===== config.mk =====
export PLATFORM = sky130hd
export DESIGN_NAME = alu_operand_stage
export DESIGN_NICKNAME = d
export VERILOG_FILES = /design/src/rtl/alu_operand_stage.sv
export SDC_FILE = /design/constraint.sdc
export NUM_CORES = 1
export LEC_CHECK = 0
export ABC_CLOCK_PERIOD_IN_PS = 4820
export CAP_MARGIN = 20
export CORE_MARGIN = 5
export CORE_UTILIZATION = 29
export CTS_BUF_LIST = sky130_fd_sc_hd__clkbuf_2 sky130_fd_sc_hd__clkbuf_4 sky130_fd_sc_hd__clkbuf_8
export CTS_CLUSTER_SIZE = 28
export DETAILED_ROUTE_END_ITERATION = 7
export SYNTH_ARGS = -nofsm -noshare
export SYNTH_HDL_FRONTEND = slang
export SYNTH_SLANG_ARGS = --single-unit

===== constraint.sdc =====
create_clock -name clk -period 4.82 [get_ports clk]
set_clock_uncertainty 0.05 [all_clocks]
set_input_delay 1.205 -clock clk [delete_from_list [all_inputs] [get_ports clk]]
set_output_delay 1.205 -clock clk [all_outputs]
set_load 0.01 [all_outputs]

===== src/rtl/alu_operand_stage.sv =====
// -----------------------------------------------------------------------------
// alu_operand_stage
//   ID/EX pipeline register with operand forwarding, sitting directly in front
//   of the ALU. It captures the decoded operands and control bits from ID, then
//   presents alu_a / alu_b / alu_ctl to the ALU one cycle later. Results still
//   in flight in EX/MEM and MEM/WB are forwarded combinationally. The stage also
//   flags load-use hazards to the hazard unit.
//
//   Slot qualification: ex_valid marks the EX slot as holding a real
//   instruction. Operands and forwards are produced whether or not the slot is
//   valid, so every consumer must qualify with ex_valid. There is no
//   backpressure handshake. The hazard unit sequences the stage with stall
//   (hold) and flush (bubble). If both arrive on the same edge, flush wins.
//
// Ports
//   clk, rst_n                     clock (rising edge) and async active-low reset
//   id_*                           decoded instruction fields from ID
//   stall, flush                   hold the ID/EX register / load a bubble
//   exmem_*, memwb_*               forwarding sources (write enable, rd, result)
//   alu_a, alu_b, alu_ctl          ALU operands and operation
//   ex_valid, ex_rd, ex_*          registered slot-valid, destination and control
//   ex_store_data                  forwarded rt value (SW data)
//   load_use_hazard                combinational load-use flag
// -----------------------------------------------------------------------------
module alu_operand_stage #(
   parameter int DATA_W = 32,
   parameter int REG_AW = 5,
   parameter int CTL_W  = 4
) (
   input  logic              clk,
   input  logic              rst_n,
   input  logic              id_valid,
   input  logic [DATA_W-1:0] id_rs_data,
   input  logic [DATA_W-1:0] id_rt_data,
   input  logic [REG_AW-1:0] id_rs,
   input  logic [REG_AW-1:0] id_rt,
   input  logic [REG_AW-1:0] id_rd,
   input  logic [15:0]       id_imm16,
   input  logic              id_imm_zext,
   input  logic              id_uses_rt,
   input  logic [CTL_W-1:0]  id_alu_ctl,
   input  logic              id_alu_src,
   input  logic              id_reg_write,
   input  logic              id_mem_read,
   input  logic              id_mem_write,
   input  logic              id_mem_to_reg,
   input  logic              stall,
   input  logic              flush,
   input  logic              exmem_reg_write,
   input  logic [REG_AW-1:0] exmem_rd,
   input  logic [DATA_W-1:0] exmem_result,
   input  logic              memwb_reg_write,
   input  logic [REG_AW-1:0] memwb_rd,
   input  logic [DATA_W-1:0] memwb_result,
   output logic [DATA_W-1:0] alu_a,
   output logic [DATA_W-1:0] alu_b,
   output logic [CTL_W-1:0]  alu_ctl,
   output logic              ex_valid,
   output logic [REG_AW-1:0] ex_rd,
   output logic              ex_reg_write,
   output logic              ex_mem_read,
   output logic              ex_mem_write,
   output logic              ex_mem_to_reg,
   output logic [DATA_W-1:0] ex_store_data,
   output logic              load_use_hazard
);

   logic              ex_valid_q,      ex_valid_d;
   logic [REG_AW-1:0] ex_rs_q,         ex_rs_d;
   logic [REG_AW-1:0] ex_rt_q,         ex_rt_d;
   logic [REG_AW-1:0] ex_rd_q,         ex_rd_d;
   logic [DATA_W-1:0] ex_rs_data_q,    ex_rs_data_d;
   logic [DATA_W-1:0] ex_rt_data_q,    ex_rt_data_d;
   logic [DATA_W-1:0] ex_imm_q,        ex_imm_d;
   logic [CTL_W-1:0]  ex_alu_ctl_q,    ex_alu_ctl_d;
   logic              ex_alu_src_q,    ex_alu_src_d;
   logic              ex_reg_write_q,  ex_reg_write_d;
   logic              ex_mem_read_q,   ex_mem_read_d;
   logic              ex_mem_write_q,  ex_mem_write_d;
   logic              ex_mem_to_reg_q, ex_mem_to_reg_d;

   logic [DATA_W-1:0] fwd_rs;
   logic [DATA_W-1:0] fwd_rt;
   logic [DATA_W-1:0] id_ext_imm;

   // The immediate is extended once, at capture, so EX only ever sees a full-width value.
   always_comb begin
      id_ext_imm = '0;
      if (id_imm_zext) id_ext_imm = {{(DATA_W-16){1'b0}}, id_imm16};
      else             id_ext_imm = {{(DATA_W-16){id_imm16[15]}}, id_imm16};
   end

   // EX/MEM is the younger result, so it takes priority over MEM/WB.
   // Register 0 is hard-wired to zero and is never forwarded.
   always_comb begin
      fwd_rs = ex_rs_data_q;
      if (exmem_reg_write && (exmem_rd == ex_rs_q) && (ex_rs_q != '0))
         fwd_rs = exmem_result;
      else if (memwb_reg_write && (memwb_rd == ex_rs_q) && (ex_rs_q != '0))
         fwd_rs = memwb_result;

      fwd_rt = ex_rt_data_q;
      if (exmem_reg_write && (exmem_rd == ex_rt_q) && (ex_rt_q != '0))
         fwd_rt = exmem_result;
      else if (memwb_reg_write && (memwb_rd == ex_rt_q) && (ex_rt_q != '0))
         fwd_rt = memwb_result;
   end

   always_comb begin
      ex_valid_d      = ex_valid_q;
      ex_rs_d         = ex_rs_q;
      ex_rt_d         = ex_rt_q;
      ex_rd_d         = ex_rd_q;
      ex_rs_data_d    = ex_rs_data_q;
      ex_rt_data_d    = ex_rt_data_q;
      ex_imm_d        = ex_imm_q;
      ex_alu_ctl_d    = ex_alu_ctl_q;
      ex_alu_src_d    = ex_alu_src_q;
      ex_reg_write_d  = ex_reg_write_q;
      ex_mem_read_d   = ex_mem_read_q;
      ex_mem_write_d  = ex_mem_write_q;
      ex_mem_to_reg_d = ex_mem_to_reg_q;
      if (flush) begin
         ex_valid_d      = 1'b0;
         ex_rs_d         = '0;
         ex_rt_d         = '0;
         ex_rd_d         = '0;
         ex_rs_data_d    = '0;
         ex_rt_data_d    = '0;
         ex_imm_d        = '0;
         ex_alu_ctl_d    = '0;
         ex_alu_src_d    = 1'b0;
         ex_reg_write_d  = 1'b0;
         ex_mem_read_d   = 1'b0;
         ex_mem_write_d  = 1'b0;
         ex_mem_to_reg_d = 1'b0;
      end else if (stall) begin
         // Absorb the currently forwarded values so a producer that retires
         // out of EX/MEM or MEM/WB during the stall is not lost.
         ex_rs_data_d = fwd_rs;
         ex_rt_data_d = fwd_rt;
      end else begin
         ex_valid_d      = id_valid;
         ex_rs_d         = id_rs;
         ex_rt_d         = id_rt;
         ex_rd_d         = id_rd;
         ex_rs_data_d    = id_rs_data;
         ex_rt_data_d    = id_rt_data;
         ex_imm_d        = id_ext_imm;
         ex_alu_ctl_d    = id_alu_ctl;
         ex_alu_src_d    = id_alu_src;
         ex_reg_write_d  = id_reg_write;
         ex_mem_read_d   = id_mem_read;
         ex_mem_write_d  = id_mem_write;
         ex_mem_to_reg_d = id_mem_to_reg;
      end
   end

   always_ff @(posedge clk or negedge rst_n) begin
      if (!rst_n) begin
         ex_valid_q      <= 1'b0;
         ex_rs_q         <= '0;
         ex_rt_q         <= '0;
         ex_rd_q         <= '0;
         ex_rs_data_q    <= '0;
         ex_rt_data_q    <= '0;
         ex_imm_q        <= '0;
         ex_alu_ctl_q    <= '0;
         ex_alu_src_q    <= 1'b0;
         ex_reg_write_q  <= 1'b0;
         ex_mem_read_q   <= 1'b0;
         ex_mem_write_q  <= 1'b0;
         ex_mem_to_reg_q <= 1'b0;
      end else begin
         ex_valid_q      <= ex_valid_d;
         ex_rs_q         <= ex_rs_d;
         ex_rt_q         <= ex_rt_d;
         ex_rd_q         <= ex_rd_d;
         ex_rs_data_q    <= ex_rs_data_d;
         ex_rt_data_q    <= ex_rt_data_d;
         ex_imm_q        <= ex_imm_d;
         ex_alu_ctl_q    <= ex_alu_ctl_d;
         ex_alu_src_q    <= ex_alu_src_d;
         ex_reg_write_q  <= ex_reg_write_d;
         ex_mem_read_q   <= ex_mem_read_d;
         ex_mem_write_q  <= ex_mem_write_d;
         ex_mem_to_reg_q <= ex_mem_to_reg_d;
      end
   end

   assign alu_a         = fwd_rs;
   assign alu_b         = ex_alu_src_q ? ex_imm_q : fwd_rt;
   assign ex_store_data = fwd_rt;
   assign alu_ctl       = ex_alu_ctl_q;
   assign ex_valid      = ex_valid_q;
   assign ex_rd         = ex_rd_q;
   assign ex_reg_write  = ex_reg_write_q;
   assign ex_mem_read   = ex_mem_read_q;
   assign ex_mem_write  = ex_mem_write_q;
   assign ex_mem_to_reg = ex_mem_to_reg_q;

   // A load in EX whose destination is read by the instruction in ID cannot
   // be forwarded in time; the hazard unit answers with a one-cycle bubble.
   assign load_use_hazard = ex_valid_q & ex_mem_read_q & (ex_rd_q != '0) & id_valid &
                            ((ex_rd_q == id_rs) | (id_uses_rt & (ex_rd_q == id_rt)));

endmodule

Word-level counts from Yosys, hierarchy flattened

Index checks and enable logic that the tools add are counted.

Equality and inequality tests: 7
Muxes and demuxes: 32
Bitwise operators: 6
Reduce and logical (&&, ||, !) cells: 11

Operator list:

| cell                                                                    | number |
|---|---|
| 32-bit 2-to-1 mux                                                       | 12 |
| 5-bit equality test                                                     | 6 |
| 5-bit 2-to-1 mux                                                        | 6 |
| 5-bit nonzero test                                                      | 3 |
| 1-bit 2-to-1 mux                                                        | 12 |
| 1-bit logical AND                                                       | 8 |
| 4-bit 2-to-1 mux                                                        | 2 |
| 1-bit bitwise AND                                                       | 5 |
| 2-bit by 1-bit inequality test with 1-bit output, second input constant | 1 |
| 1-bit OR                                                                | 1 |

Flip-flop bits (word level): 121
Input port bits: 187
Output and inout port bits: 111
Word-level logic and storage cells: 69

Longest topological paths before layout

Word-level depth: 7
Gate-level depth with buffers: 7
Depth with buffers taken out: 5

Least setup slack after synthesis

OpenSTA, ideal clock, no wires.

Path type: input -> output
From: in memwb_rd[3]
To: out alu_b[10]
Data arrival time: 2,594 ps
Required time: 3,565 ps
Slack: 971 ps
Stages on the path: 6
Path buffers: 1
Path through: xor2_1 -> nor3_1 -> o2111ai_4 -> buf_6 -> mux2i_1 -> a221oi_1

Word-level cells in the longest chain between the ends: 6

Ends and longest elaborated chain:

| what                           | RTL line | RTL |
|---|---|---|
| start: declaration             | 53       | `input logic [REG_AW-1:0] memwb_rd,` |
| 5-bit equality test            | 105      | `else if (memwb_reg_write && (memwb_rd == ex_rt_q) && (ex_rt_q != '0))` |
| 1-bit logical AND (2 in a row) | 105      |  |
| 32-bit 2-to-1 mux              | 105      |  |
| 32-bit 2-to-1 mux              | 103      | `if (exmem_reg_write && (exmem_rd == ex_rt_q) && (ex_rt_q != '0))` |
| 32-bit 2-to-1 mux              | 192      | `assign alu_b = ex_alu_src_q ? ex_imm_q : fwd_rt;` |
| end: declaration               | 56       | `output logic [DATA_W-1:0] alu_b,` |

No other way between the ends.

Worst setup path after layout

From: in memwb_rd[1]
To: out alu_a[3]

Word-level cells in the longest chain between the ends: 5

Ends and longest elaborated chain:

| what                           | RTL line | RTL |
|---|---|---|
| 5-bit equality test            | 99       | `else if (memwb_reg_write && (memwb_rd == ex_rs_q) && (ex_rs_q != '0))` |
| 1-bit logical AND (2 in a row) | 99       |  |
| 32-bit 2-to-1 mux              | 99       |  |
| 32-bit 2-to-1 mux              | 97       | `if (exmem_reg_write && (exmem_rd == ex_rs_q) && (ex_rs_q != '0))` |
| end: declaration               | 55       | `output logic [DATA_W-1:0] alu_a,` |

No other way between the ends.

==> impl_table.tex <==
\begin{tabular}{lr}
\hline
Metric & Value \\
\hline
\multicolumn{2}{l}{\textbf{Clock tree}} \\
\quad CTS tree & built \\
\quad Number of clock sinks & 106 \\
\quad Clock latency at the later pin of the worst-skew pair & 0.39 ns \\
\quad TritonCTS Buffers & 9 \\
\quad Clock input transition at the sequential cells of the worst setup and hold paths & 0.11 ns \\
\quad Bufs on Longest Clock Path & 2 \\
\quad Level count of the clock H-tree & 3 \\
\quad Root buffer selected by CTS & sky130\_fd\_sc\_hd\_\_clkbuf\_8 \\
\quad Hold buffer count at cts & 0 \\
\multicolumn{2}{l}{\textbf{Global route}} \\
\quad Wire length of the first global-routing pass & 44.1 mm \\
\quad Overall global routing resource usage & 0.208 \\
\quad Initial antenna violation count & 3 \\
\quad Via count of the first global-routing pass & 7459 \\
\quad Gr ovfl total & 0 \\
\quad Largest net degree at the start of global routing & 69 \\
\multicolumn{2}{l}{\textbf{Placed design}} \\
\quad Placement Setup Slack & -0.245 ns \\
\quad Placed cell count & 1383 \\
\quad Number of buffers added on ports & 297 \\
\quad Routability-driven placement congestion ratio & 0.818 \\
\quad Placed inst area & 10800 um2 \\
\quad HPWL after detailed placement & 20.9 mm \\
\multicolumn{2}{l}{\textbf{Die}} \\
\quad Core Region & 23500 um2 \\
\quad Starting Density & 0.296 \\
\quad Row count & 56 \\
\quad Chip width & 165 um \\
\quad Boundary Pins & 298 \\
\quad Die ar. & 27200 um2 \\
\quad Die height & 165 um \\
\multicolumn{2}{l}{\textbf{Critical path}} \\
\quad Start point of the critical path & memwb\_rd[1] \\
\quad Setup crit end kind & primary output \\
\quad Top fanout value on the critical path & 15 \\
\quad Arrival time of data at the critical path endpoint & 3.54 ns \\
\quad Largest incremental delay on the critical path & 0.52 ns \\
\quad Slowest CP cell & sky130\_fd\_sc\_hd\_\_clkdlybuf4s50\_1 \\
\quad Data required time at the worst endpoint & 3.57 ns \\
\quad Cell-by-cell listing of the critical path & clkdlybuf4s50\_1 -> or3\_4 -> a211oi\_4 -> buf\_4 -> buf\_12 -> mux2i\_1 -> a21oi\_1 -> clkdlybuf4s50\_1 \\
\quad WP buf/inv & 4 \\
\quad Kind of critical path & input port to primary output \\
\quad Most repeated library cell on the critical path & sky130\_fd\_sc\_hd\_\_clkdlybuf4s50\_1 \\
\quad Worst Setup Start Kind & input port \\
\quad Launch instance of the worst register-to-register path & ex\_rs\_q[0]\$\_DFFE\_PN0P\_ \\
\quad Crit-path leading delay family & buffers and inverters \\
\multicolumn{2}{l}{\textbf{Yosys}} \\
\quad Flops \& latches, synth & 106 \\
\quad Sequential share of the synthesized area & 0.380 \\
\quad Count of cell types in the netlist & 37 \\
\quad List of most frequent post-synthesis cells & sky130\_fd\_sc\_hd\_\_nor2\_1 (107), sky130\_fd\_sc\_hd\_\_dfrtp\_1 (106), sky130\_fd\_sc\_hd\_\_mux2i\_1 (105) \\
\quad Share of synthesized registers carrying an async set or reset & 1.00 \\
\quad Post-synthesis net count & 941 \\
\quad Cell with the most instances after synthesis & sky130\_fd\_sc\_hd\_\_nor2\_1 \\
\quad Post-synthesis average cell area & 9.25 um2 \\
\quad Post-synth top flop & sky130\_fd\_sc\_hd\_\_dfrtp\_1 \\
\quad Area share of the largest cell type after synthesis & 0.380 \\
\quad Number of flops mapped to enable cells by yosys & 0 \\
\quad Cell taking the most area after synthesis & sky130\_fd\_sc\_hd\_\_dfrtp\_1 \\
\quad Area of the mapped netlist & 6970 um2 \\
\quad Most area-consuming cells after synthesis & sky130\_fd\_sc\_hd\_\_dfrtp\_1 (38\%), sky130\_fd\_sc\_hd\_\_mux2i\_1 (15\%), sky130\_fd\_sc\_hd\_\_o221ai\_2 (6.5\%) \\
\quad Cell count after synthesis & 754 \\
\quad Synth warnings & 0 \\
\multicolumn{2}{l}{\textbf{Timing}} \\
\quad Hold\_ws & 0.480 ns \\
\quad Finish-stage setup viols & 0 \\
\quad Transition at the pin with the smallest max-transition slack & 0.964 ns \\
\quad Hold Fails Final Rpt & 0 \\
\quad Final critical delay including setup and external delays & 4.80 ns \\
\quad Slew margin rel. & 0.358 \\
\quad RSZ-0062 raised after global routing & yes \\
\quad Period Utilization, post-route & 0.995 \\
\quad Final Max Tran Viols & 0 \\
\quad Worst setup slack after layout & 0.0232 ns \\
\quad Highest clock frequency the design can meet & 208 MHz \\
\multicolumn{2}{l}{\textbf{Route}} \\
\quad DR pass1 iterations & 5 \\
\quad Total number of vias & 7249 \\
\quad Total DRC errors in the routed layout & 0 \\
\quad Final Routed Wirelength & 29.2 mm \\
\quad Routed len/inst & 20.6 um \\
\quad First-iteration detailed-routing DRC count & 521 \\
\quad Vias per cell & 5.13 \\
\quad Post-DRT Antenna Nets & 0 \\
\multicolumn{2}{l}{\textbf{Power and ir drop}} \\
\quad Leakage dissipation & 0.00550 uW \\
\quad P per Cell Area & 204 nW/um2 \\
\quad Worst IR Drop VDD & 0.114 mV \\
\multicolumn{2}{l}{\textbf{Run}} \\
\quad Max-Cap Viols & 0 \\
\multicolumn{2}{l}{\textbf{Status}} \\
\quad Outcome & finished, final reports clean \\
\multicolumn{2}{l}{\textbf{Min path}} \\
\quad Worst hold-check path type & flop to flop \\
\quad Source of the worst hold timing path & ex\_imm\_q[30]\$\_DFFE\_PN0P\_ \\
\multicolumn{2}{l}{\textbf{Layout}} \\
\quad Core utilization of the finished layout & 0.485 \\
\quad Filler-free cell count of the finished design & 1413 \\
\quad Registers with the most flip-flops & ex\_rs\_data\_q: 32 flops, ex\_rt\_data\_q: 32 flops, ex\_imm\_q: 17 flops \\
\quad Layout Nets & 1274 \\
\quad Share of cells above drive strength 1 & 0.172 \\
\quad Fin area & 11400 um2 \\
\quad Syn-to-layout area delta & 63.7\% \\
\quad Layout fillers & 2342 \\
\hline
\end{tabular}
==> power by group <==
group          leakage (uW)  switching [uW]  total (uW)  internal [uW]
sequential          0.00141            35.6         975            940
combinational       0.00400             338         753            415
clock             0.0000962             358         603            245
total               0.00550             732        2330           1600
==> what timing repair did <==
item | 4_1_cts | 5_1_grt
pin swaps | 2 | 3
endpoints found under the setup margin | 65 | 65
buffers inserted | 1 | 11
gates resized for setup | 38 | 74
==> per-layer routing <==
| metal | vias up | track usage | part of all wire |
|---|---|---|---|
| met5 | - | 0 | 0.00045 |
| met4 | 2 | 0.0643 | 0.019 |
| met3 | 30 | 0.0499 | 0.081 |
| met2 | 280 | 0.356 | 0.49 |
| met1 | 3514 | 0.259 | 0.41 |
| li1 | 3423 | - | - |
==> cell families (layout without fill, tap and decap cells) <==
| kind of cell | count (synthesis) | in the layout | synth area share |
|---|---|---|---|
| compound gates | 168 | 168 | 0.205 |
| xor+xnor | 26 | 26 | 0.0327 |
| buf+inv | 85 | 423 | 0.0547 |
| flops | 106 | 106 | 0.380 |
| mux | 105 | 105 | 0.151 |
| other cells | 0 | 2 | 0 |
| simple gates | 264 | 264 | 0.176 |
==> path summary, 6_finish.rpt <==
kind | to | slack, ns | depth (start not counted)
setup / recovery | alu_a[3] | 0.02 | 8
hold / removal | ex_imm_q[30]$_DFFE_PN0P_ | 0.48 | 2
setup reg to reg | ex_rs_data_q[3]$_DFF_PN0_ | 2.29 | 8
hold reg to reg | ex_imm_q[30]$_DFFE_PN0P_ | 0.48 | 2
max in group asynchronous | ex_rs_data_q[21]$_DFF_PN0_ | 2.95 | 2
min in group asynchronous | ex_valid$_DFFE_PN0P_ | 0.91 | 1
==> metrics by stage <==
stage          total power, uW  setup TNS [ns]
6_report                  2330               0
3_3_place_gp              1750           -4.18
5_1_grt                   2450          -0.446
4_1_cts                   2350         -0.0125
2_1_floorplan             1270               0
3_5_place_dp              1750           -3.33
==> final cells by class <==
type                       count  area, um2  share of cell area
tap                          319        399              0.0350
sequential                   106       2650               0.232
clock buffer                   9        124              0.0109
antenna                        2       5.00            0.000438
multi-input combinational    563       4150               0.363
timing repair buffer         391       3950               0.346
inverter                      16       60.1             0.00526
clock inverter                 7       76.3             0.00669
==> cells in the final DEF (no fill, tap or decap), drive strengths merged <==
cell type,Yosys,layout
clkdlybuf4s50,0,222
nor2,107,107
dfrtp,106,106
mux2i,105,105
buf,21,98
o221ai,80,80
nand2,71,71
a21oi,66,66
dlymetal6s2s,0,47
nand3b,31,31
dlygate4sd2,0,24
nor3,21,21
inv,16,18
nand2b,17,17
xor2,16,16
a221oi,16,16
xnor2,10,10
clkbuf,48,9
nand3,4,4
nor4,3,3
diode,0,2
or2,2,2
and2,2,2
clkinvlp,0,2
o21ai,2,2
o2111ai,2,2
clkinv,0,2
nand4,1,1
or3,1,1
a211oi,1,1
nor2b,1,1
or3b,1,1
a31oi,1,1
or4,1,1
nor3b,1,1
bufinv,0,1
==> worst min-delay path: stages (launching register included) <==
cell                      delay [ns]
sky130_fd_sc_hd__dfrtp_1        0.36
sky130_fd_sc_hd__a21oi_1        0.06
sky130_fd_sc_hd__nor2_1         0.07
Power figures use the tool's default switching activity.
